**config.mk**
```make
export PLATFORM = sky130hd
export DESIGN_NAME = uart_tx
export DESIGN_NICKNAME = d
export VERILOG_FILES = /design/src/rtl/uart_pkg.sv /design/src/rtl/uart_baud_cnt.sv /design/src/rtl/uart_tx.sv
export SDC_FILE = /design/constraint.sdc
export NUM_CORES = 1
export LEC_CHECK = 0
export CAP_MARGIN = 20
export CORE_ASPECT_RATIO = 2
export CORE_UTILIZATION = 52
export CTS_BUF_LIST = sky130_fd_sc_hd__clkbuf_8
export DETAILED_ROUTE_END_ITERATION = 8
export GPL_ROUTABILITY_DRIVEN = 0
export PLACE_DENSITY_LB_ADDON = 0.3
export SYNTH_ARGS = -nofsm -noshare
export SYNTH_HDL_FRONTEND = slang
export SYNTH_HIERARCHICAL = 1
export SYNTH_SLANG_ARGS = --single-unit
```
**constraint.sdc**
```tcl
create_clock -name clk -period 2.1 [get_ports clk]
set_input_delay 0.21 -clock clk [delete_from_list [all_inputs] [get_ports clk]]
set_output_delay 0.21 -clock clk [all_outputs]
set_load 0.005 [all_outputs]
```
**src/rtl/uart_pkg.sv**
```systemverilog
// Shared UART definitions: TX FSM state encoding, data width, default bit divider.
// Parity state is present only when UART_TX_PARITY_EN is defined.
package uart_pkg;

   localparam int unsigned UART_DATA_W      = 8;
   localparam int unsigned UART_CLK_DIV_DEF = 868;

   typedef enum logic [2:0] {
      ST_IDLE   = 3'd0,
      ST_POP    = 3'd1,
      ST_LOAD   = 3'd2,
      ST_START  = 3'd3,
      ST_DATA   = 3'd4,
`ifdef UART_TX_PARITY_EN
      ST_PARITY = 3'd5,
`endif
      ST_STOP   = 3'd6
   } uart_tx_state_e;

endpackage

```
**src/rtl/uart_baud_cnt.sv**
```systemverilog
// Bit-period divider: counts 0..CLK_DIV-1 and wraps, flagging bit_end on the last count.
module uart_baud_cnt
   import uart_pkg::*;
#(
   parameter int unsigned CLK_DIV = UART_CLK_DIV_DEF,
   parameter int unsigned DIV_WID = 16
) (
   input  logic clk,
   input  logic nrst,
   input  logic clr,
   output logic bit_end
);

   logic [DIV_WID-1:0] cnt_q, cnt_d;

   assign bit_end = (cnt_q == DIV_WID'(CLK_DIV - 1));

   always_comb begin
      cnt_d = cnt_q + DIV_WID'(1);
      if (clr || bit_end) begin
         cnt_d = '0;
      end
   end

   always_ff @(posedge clk) begin
      if (!nrst) begin
         cnt_q <= '0;
      end else begin
         cnt_q <= cnt_d;
      end
   end

endmodule

```
**src/rtl/uart_tx.sv**
```systemverilog
// UART transmitter draining the TX byte FIFO onto txd as 8N1.
// Defining UART_TX_PARITY_EN adds an even-parity bit (8E1).
module uart_tx
   import uart_pkg::*;
#(
   parameter int unsigned CLK_DIV = UART_CLK_DIV_DEF,
   parameter int unsigned DIV_WID = 16
) (
   input  logic                   clk,
   input  logic                   nrst,
   input  logic                   fifo_empty,
   output logic                   fifo_pop,
   input  logic [UART_DATA_W-1:0] fifo_data,
   output logic                   txd,
   output logic                   busy
);

   uart_tx_state_e         state_q, state_d;
   logic [UART_DATA_W-1:0] shreg_q, shreg_d;
   logic [2:0]             bit_idx_q, bit_idx_d;
   logic                   txd_q, txd_d;
   logic                   bit_end;
   logic                   div_clr;
`ifdef UART_TX_PARITY_EN
   logic                   parity_q, parity_d;
`endif

   assign div_clr  = (state_q inside {ST_IDLE, ST_POP, ST_LOAD});
   assign fifo_pop = (state_q == ST_POP);
   assign busy     = (state_q != ST_IDLE);
   assign txd      = txd_q;

   uart_baud_cnt #(
      .CLK_DIV (CLK_DIV),
      .DIV_WID (DIV_WID)
   ) u_baud (
      .clk     (clk),
      .nrst    (nrst),
      .clr     (div_clr),
      .bit_end (bit_end)
   );

   always_comb begin
      state_d   = state_q;
      shreg_d   = shreg_q;
      bit_idx_d = bit_idx_q;
`ifdef UART_TX_PARITY_EN
      parity_d  = parity_q;
`endif
      case (state_q)
         ST_IDLE:  if (!fifo_empty) state_d = ST_POP;
         ST_POP:   state_d = ST_LOAD;
         ST_LOAD: begin
            shreg_d   = fifo_data;
            bit_idx_d = '0;
`ifdef UART_TX_PARITY_EN
            parity_d  = ^fifo_data;
`endif
            state_d   = ST_START;
         end
         ST_START: if (bit_end) state_d = ST_DATA;
         ST_DATA: begin
            if (bit_end) begin
               shreg_d = {1'b0, shreg_q[UART_DATA_W-1:1]};
               if (bit_idx_q == 3'd7) begin
`ifdef UART_TX_PARITY_EN
                  state_d = ST_PARITY;
`else
                  state_d = ST_STOP;
`endif
               end else begin
                  bit_idx_d = bit_idx_q + 3'd1;
               end
            end
         end
`ifdef UART_TX_PARITY_EN
         ST_PARITY: if (bit_end) state_d = ST_STOP;
`endif
         ST_STOP:  if (bit_end) state_d = ST_IDLE;
         default:  state_d = ST_IDLE;
      endcase

      // txd is registered from the upcoming state so the line changes on the transition edge.
      case (state_d)
         ST_START:  txd_d = 1'b0;
         ST_DATA:   txd_d = shreg_d[0];
`ifdef UART_TX_PARITY_EN
         ST_PARITY: txd_d = parity_q;
`endif
         default:   txd_d = 1'b1;
      endcase
   end

   always_ff @(posedge clk) begin
      if (!nrst) begin
         state_q   <= ST_IDLE;
         shreg_q   <= '0;
         bit_idx_q <= '0;
         txd_q     <= 1'b1;
`ifdef UART_TX_PARITY_EN
         parity_q  <= 1'b0;
`endif
      end else begin
         state_q   <= state_d;
         shreg_q   <= shreg_d;
         bit_idx_q <= bit_idx_d;
         txd_q     <= txd_d;
`ifdef UART_TX_PARITY_EN
         parity_q  <= parity_d;
`endif
      end
   end

endmodule

```
==> results.py, run 1 <==
metrics = {
    "setup_path": {
        "r2r-end": "txd$_SDFF_PN1_",
        "required_ns": 2.27,
        "worst_ep_arrival_time_ns": 2.24,
        "cp-end-kind": "flip-flop",
        "r2r-start": "u_baud/cnt_q[1]$_SDFF_PP0_",
        "cp_slowest_cell": "or3b_4",
        "path_cells": "ha_4 -> or3b_4 -> nor4_4 -> a21oi_2 -> o21a_1 -> a221o_1 -> a2bb2oi_2",
        "r2r_slack_ns": 0.03,
        "crit_end": "txd$_SDFF_PN1_",
        "max_stage_delay_ns": 0.37,
        "reg2reg_depth": 7,
        "worst_setup_path_start_kind": "flip-flop",
        "critical_path_class": "reg2reg",
        "startpoint": "u_baud/cnt_q[1]$_SDFF_PP0_",
        "cp_max_fo": 5,
    },
    "clocking": {
        "cts_max_level": 2,
        "cts_inserted_buffers": 5,
        "clkSlewWorstSetupHoldPaths_ns": 0.06,
        "clk_latency_ns": 0.28,
        "cts_buffer_depth": 2,
        "cts_tree": "yes",
        "ctsHoldBuffers": 0,
        "clkSinkCount": 31,
        "cts_root_buf": "clkbuf_8",
    },
    "routing": {
        "detail-route-antenna-nets": 0,
        "drtPass1Iterations": 4,
        "drt-initial-drc-count": 21,
        "wl_um": 3530,
        "vias": 1325,
        "route.detailed.drc": 0,
        "viasPerCell": 5.76,
        "wl_per_cell_um": 15.4,
    },
    "yosys": {
        "yosysUniqueCellTypes": 43,
        "syn_inst": 171,
        "ys.flop_type": "dfxtp_1",
        "synth.ff_latch_count": 31,
        "synthesis.area_sq_um": 1540,
        "synth_edf_count": 0,
        "yosys.area.top_type": "dfxtp_1",
        "yosysMostFrequentCell": "dfxtp_1",
        "synthTopCellsByCount": "dfxtp_1, nor2_1, nand2_1",
        "ys_seq_area_share_pct": 40.2,
        "syn-num-nets": 185,
        "ys_warn_count": 6,
        "yosys.area.top_type_share_pct": 40.2,
        "syn_area_per_cell_sq_um": 9.02,
        "netlist_top_cells_area": "dfxtp_1, xnor2_1, nor2_1",
        "ys_async_sr_fraction_pct": 0,
    },
    "sta": {
        "slew_headroom_pct": 63.3,
        "worstMarginPinSlew_ns": 0.549,
        "finalCriticalPeriod_ns": 2.07,
        "setup_viol": 0,
        "setup_tns_ns": 0,
        "fmax_mhz": 483,
        "setup_ws_ns": 0.0305,
        "post-route-period-util_pct": 98.5,
        "rsz0062_at_grt": "true",
        "slew_viol_final": 0,
        "skew_ns": 0.00246,
        "final_hold_viol_count": 0,
    },
    "global_route": {
        "grt_max_degree": 17,
        "grt_pass1_wl_um": 5610,
        "grt.overflow.total": 0,
        "antenna_found_initial": 0,
        "grt_pass1_vias": 1354,
        "grt_usage_pct": 25.4,
    },
    "floorplan": {
        "fp.dieH_um": 79.0,
        "start_util_pct": 55.7,
        "ios": 14,
        "die_width_um": 40.5,
        "row_count": 27,
        "dieArea_sq_um": 3200,
        "core_sq_um": 2770,
    },
    "power": {
        "pwr_density_cell_nw_per_um2": 602,
        "finalPower_mw": 1.15,
        "ir_drop_mv": 0.546,
        "leakagePower_nw": 0.651,
    },
    "final_layout": {
        "fin_util_pct": 69.2,
        "nets": 214,
        "antennaDiodeCount": 0,
        "area_growth_pct": 24.2,
        "drive_gt1_share_pct": 20.9,
    },
    "min_path": {
        "hold_class": "reg2reg",
    },
    "placed_design": {
        "post-dp-hpwl_um": 2440,
        "portBuffers": 13,
        "place_ws_ns": 0.0258,
    },
    "run": {
        "cap_viol_max_count": 0,
    },
    "status": {
        "status": "finished clean",
    },
}
layer usage:
metal / global-route usage, % / vias up / wire length (um)
met5: 0 / - / 0
met4: 11.7 / 0 / 91
met3: 5.87 / 8 / 99
met2: 47.9 / 29 / 2050
met1: 22.0 / 628 / 1290
li1: - / 660 / -
layout by cell type (no fill, tap or decap), types with 3 or more instances in the layout:
cell             instances
nand2_1                 12
a21boi_1                 6
inv_1                    5
clkbuf_8                 5
nor2_1                  23
dfxtp_1                 28
nor3_1                   3
nor4_1                   4
clkdlybuf4s50_1         13
nand2b_1                 3
nand4_1                  5
mux2i_1                  3
nor2b_1                  4
o21ai_1                  3
xnor2_1                 12
a22oi_1                  6
nand3_1                  5
buf_4                   15
a21oi_1                  6
area by class of cell:
class / instances / area, sq um
flip-flops and latches: 31 / 627
repair buffers: 30 / 274
well taps: 29 / 36.3
multi-input cells: 129 / 887
clock buffers: 5 / 68.8
fillers: 217 / 853
inverters: 3 / 11.3
clock inverters: 3 / 12.5
worst max-delay path, delay by kind of cell, from the launching register on:
kind | cells | cell delay, ns
fa+ha+maj | 1 | 0.12
simple gates | 2 | 0.74
flops | 1 | 0.36
compound gates | 4 | 0.73
repair_timing:
| action | CTS | global route |
|---|---|---|
| endpoints found under the setup margin | 2 | 8 |
| pin swaps | 4 | 5 |
| gates resized for setup | 3 | 7 |
| buffers inserted | 3 | 1 |
state kept, by name, indices dropped and copies added (netlist names):
register / count
u_baud/cnt_q: 16
bit_idx_q: 3
state_q: 3
shreg_q: 8
txd: 1
per-stage QoR:
stage | instance area (sq um) | std cells | hold slack [ns]
after floorplan | 1580 | 171 | 0.363
after global placement | 1780 | 218 | 0.441
after detailed placement | 1780 | 218 | 0.453
final | 1920 | 230 | 0.459
after global routing | 1920 | 230 | 0.485
after CTS | 1890 | 229 | 0.461
logic make-up after synthesis:
logic type | Yosys count | synth area share, %
AO/OA/AOI/OAI | 30 | 13.8
buffers and inverters | 11 | 5.19
multiplexers | 3 | 1.95
XOR/XNOR | 14 | 7.95
AND/OR/NAND/NOR | 79 | 28.5
flip-flops | 31 | 40.2
adder cells (fa/ha/maj) | 3 | 2.43
where the power goes:
part	leakage, nW	internal (mW)	switching, mW
sequential	0.253	0.600	0.0202
combinational	0.348	0.0609	0.0401
clock	0.0505	0.222	0.211
how the worst min path moves through the flow:
stage                            startpoint  slack (ns)  depth (start not counted)                      end
finish              shreg_q[2]$_SDFFE_PN0P_        0.46                          2  shreg_q[2]$_SDFFE_PN0P_
global route        shreg_q[2]$_SDFFE_PN0P_        0.49                          2  shreg_q[2]$_SDFFE_PN0P_
CTS                 shreg_q[2]$_SDFFE_PN0P_        0.46                          2  shreg_q[2]$_SDFFE_PN0P_
detailed placement  shreg_q[2]$_SDFFE_PN0P_        0.45                          2  shreg_q[2]$_SDFFE_PN0P_
global placement    shreg_q[2]$_SDFFE_PN0P_        0.44                          2  shreg_q[2]$_SDFFE_PN0P_
floorplan                              nrst        0.36                          1  shreg_q[1]$_SDFFE_PN0P_
Power figures use the tool's default switching activity.
==> run 2: changes to the inputs <==
--- a/config.mk
+++ b/config.mk
@@ -11,6 +11,7 @@
 export CTS_BUF_LIST = sky130_fd_sc_hd__clkbuf_8
 export DETAILED_ROUTE_END_ITERATION = 8
 export GPL_ROUTABILITY_DRIVEN = 0
+export HOLD_SLACK_MARGIN = 0.06
 export PLACE_DENSITY_LB_ADDON = 0.3
 export SYNTH_ARGS = -nofsm -noshare
 export SYNTH_HDL_FRONTEND = slang
==> results of run 2 <==
Same layout as run 1: the final DEF is identical, and so are final timing and power.
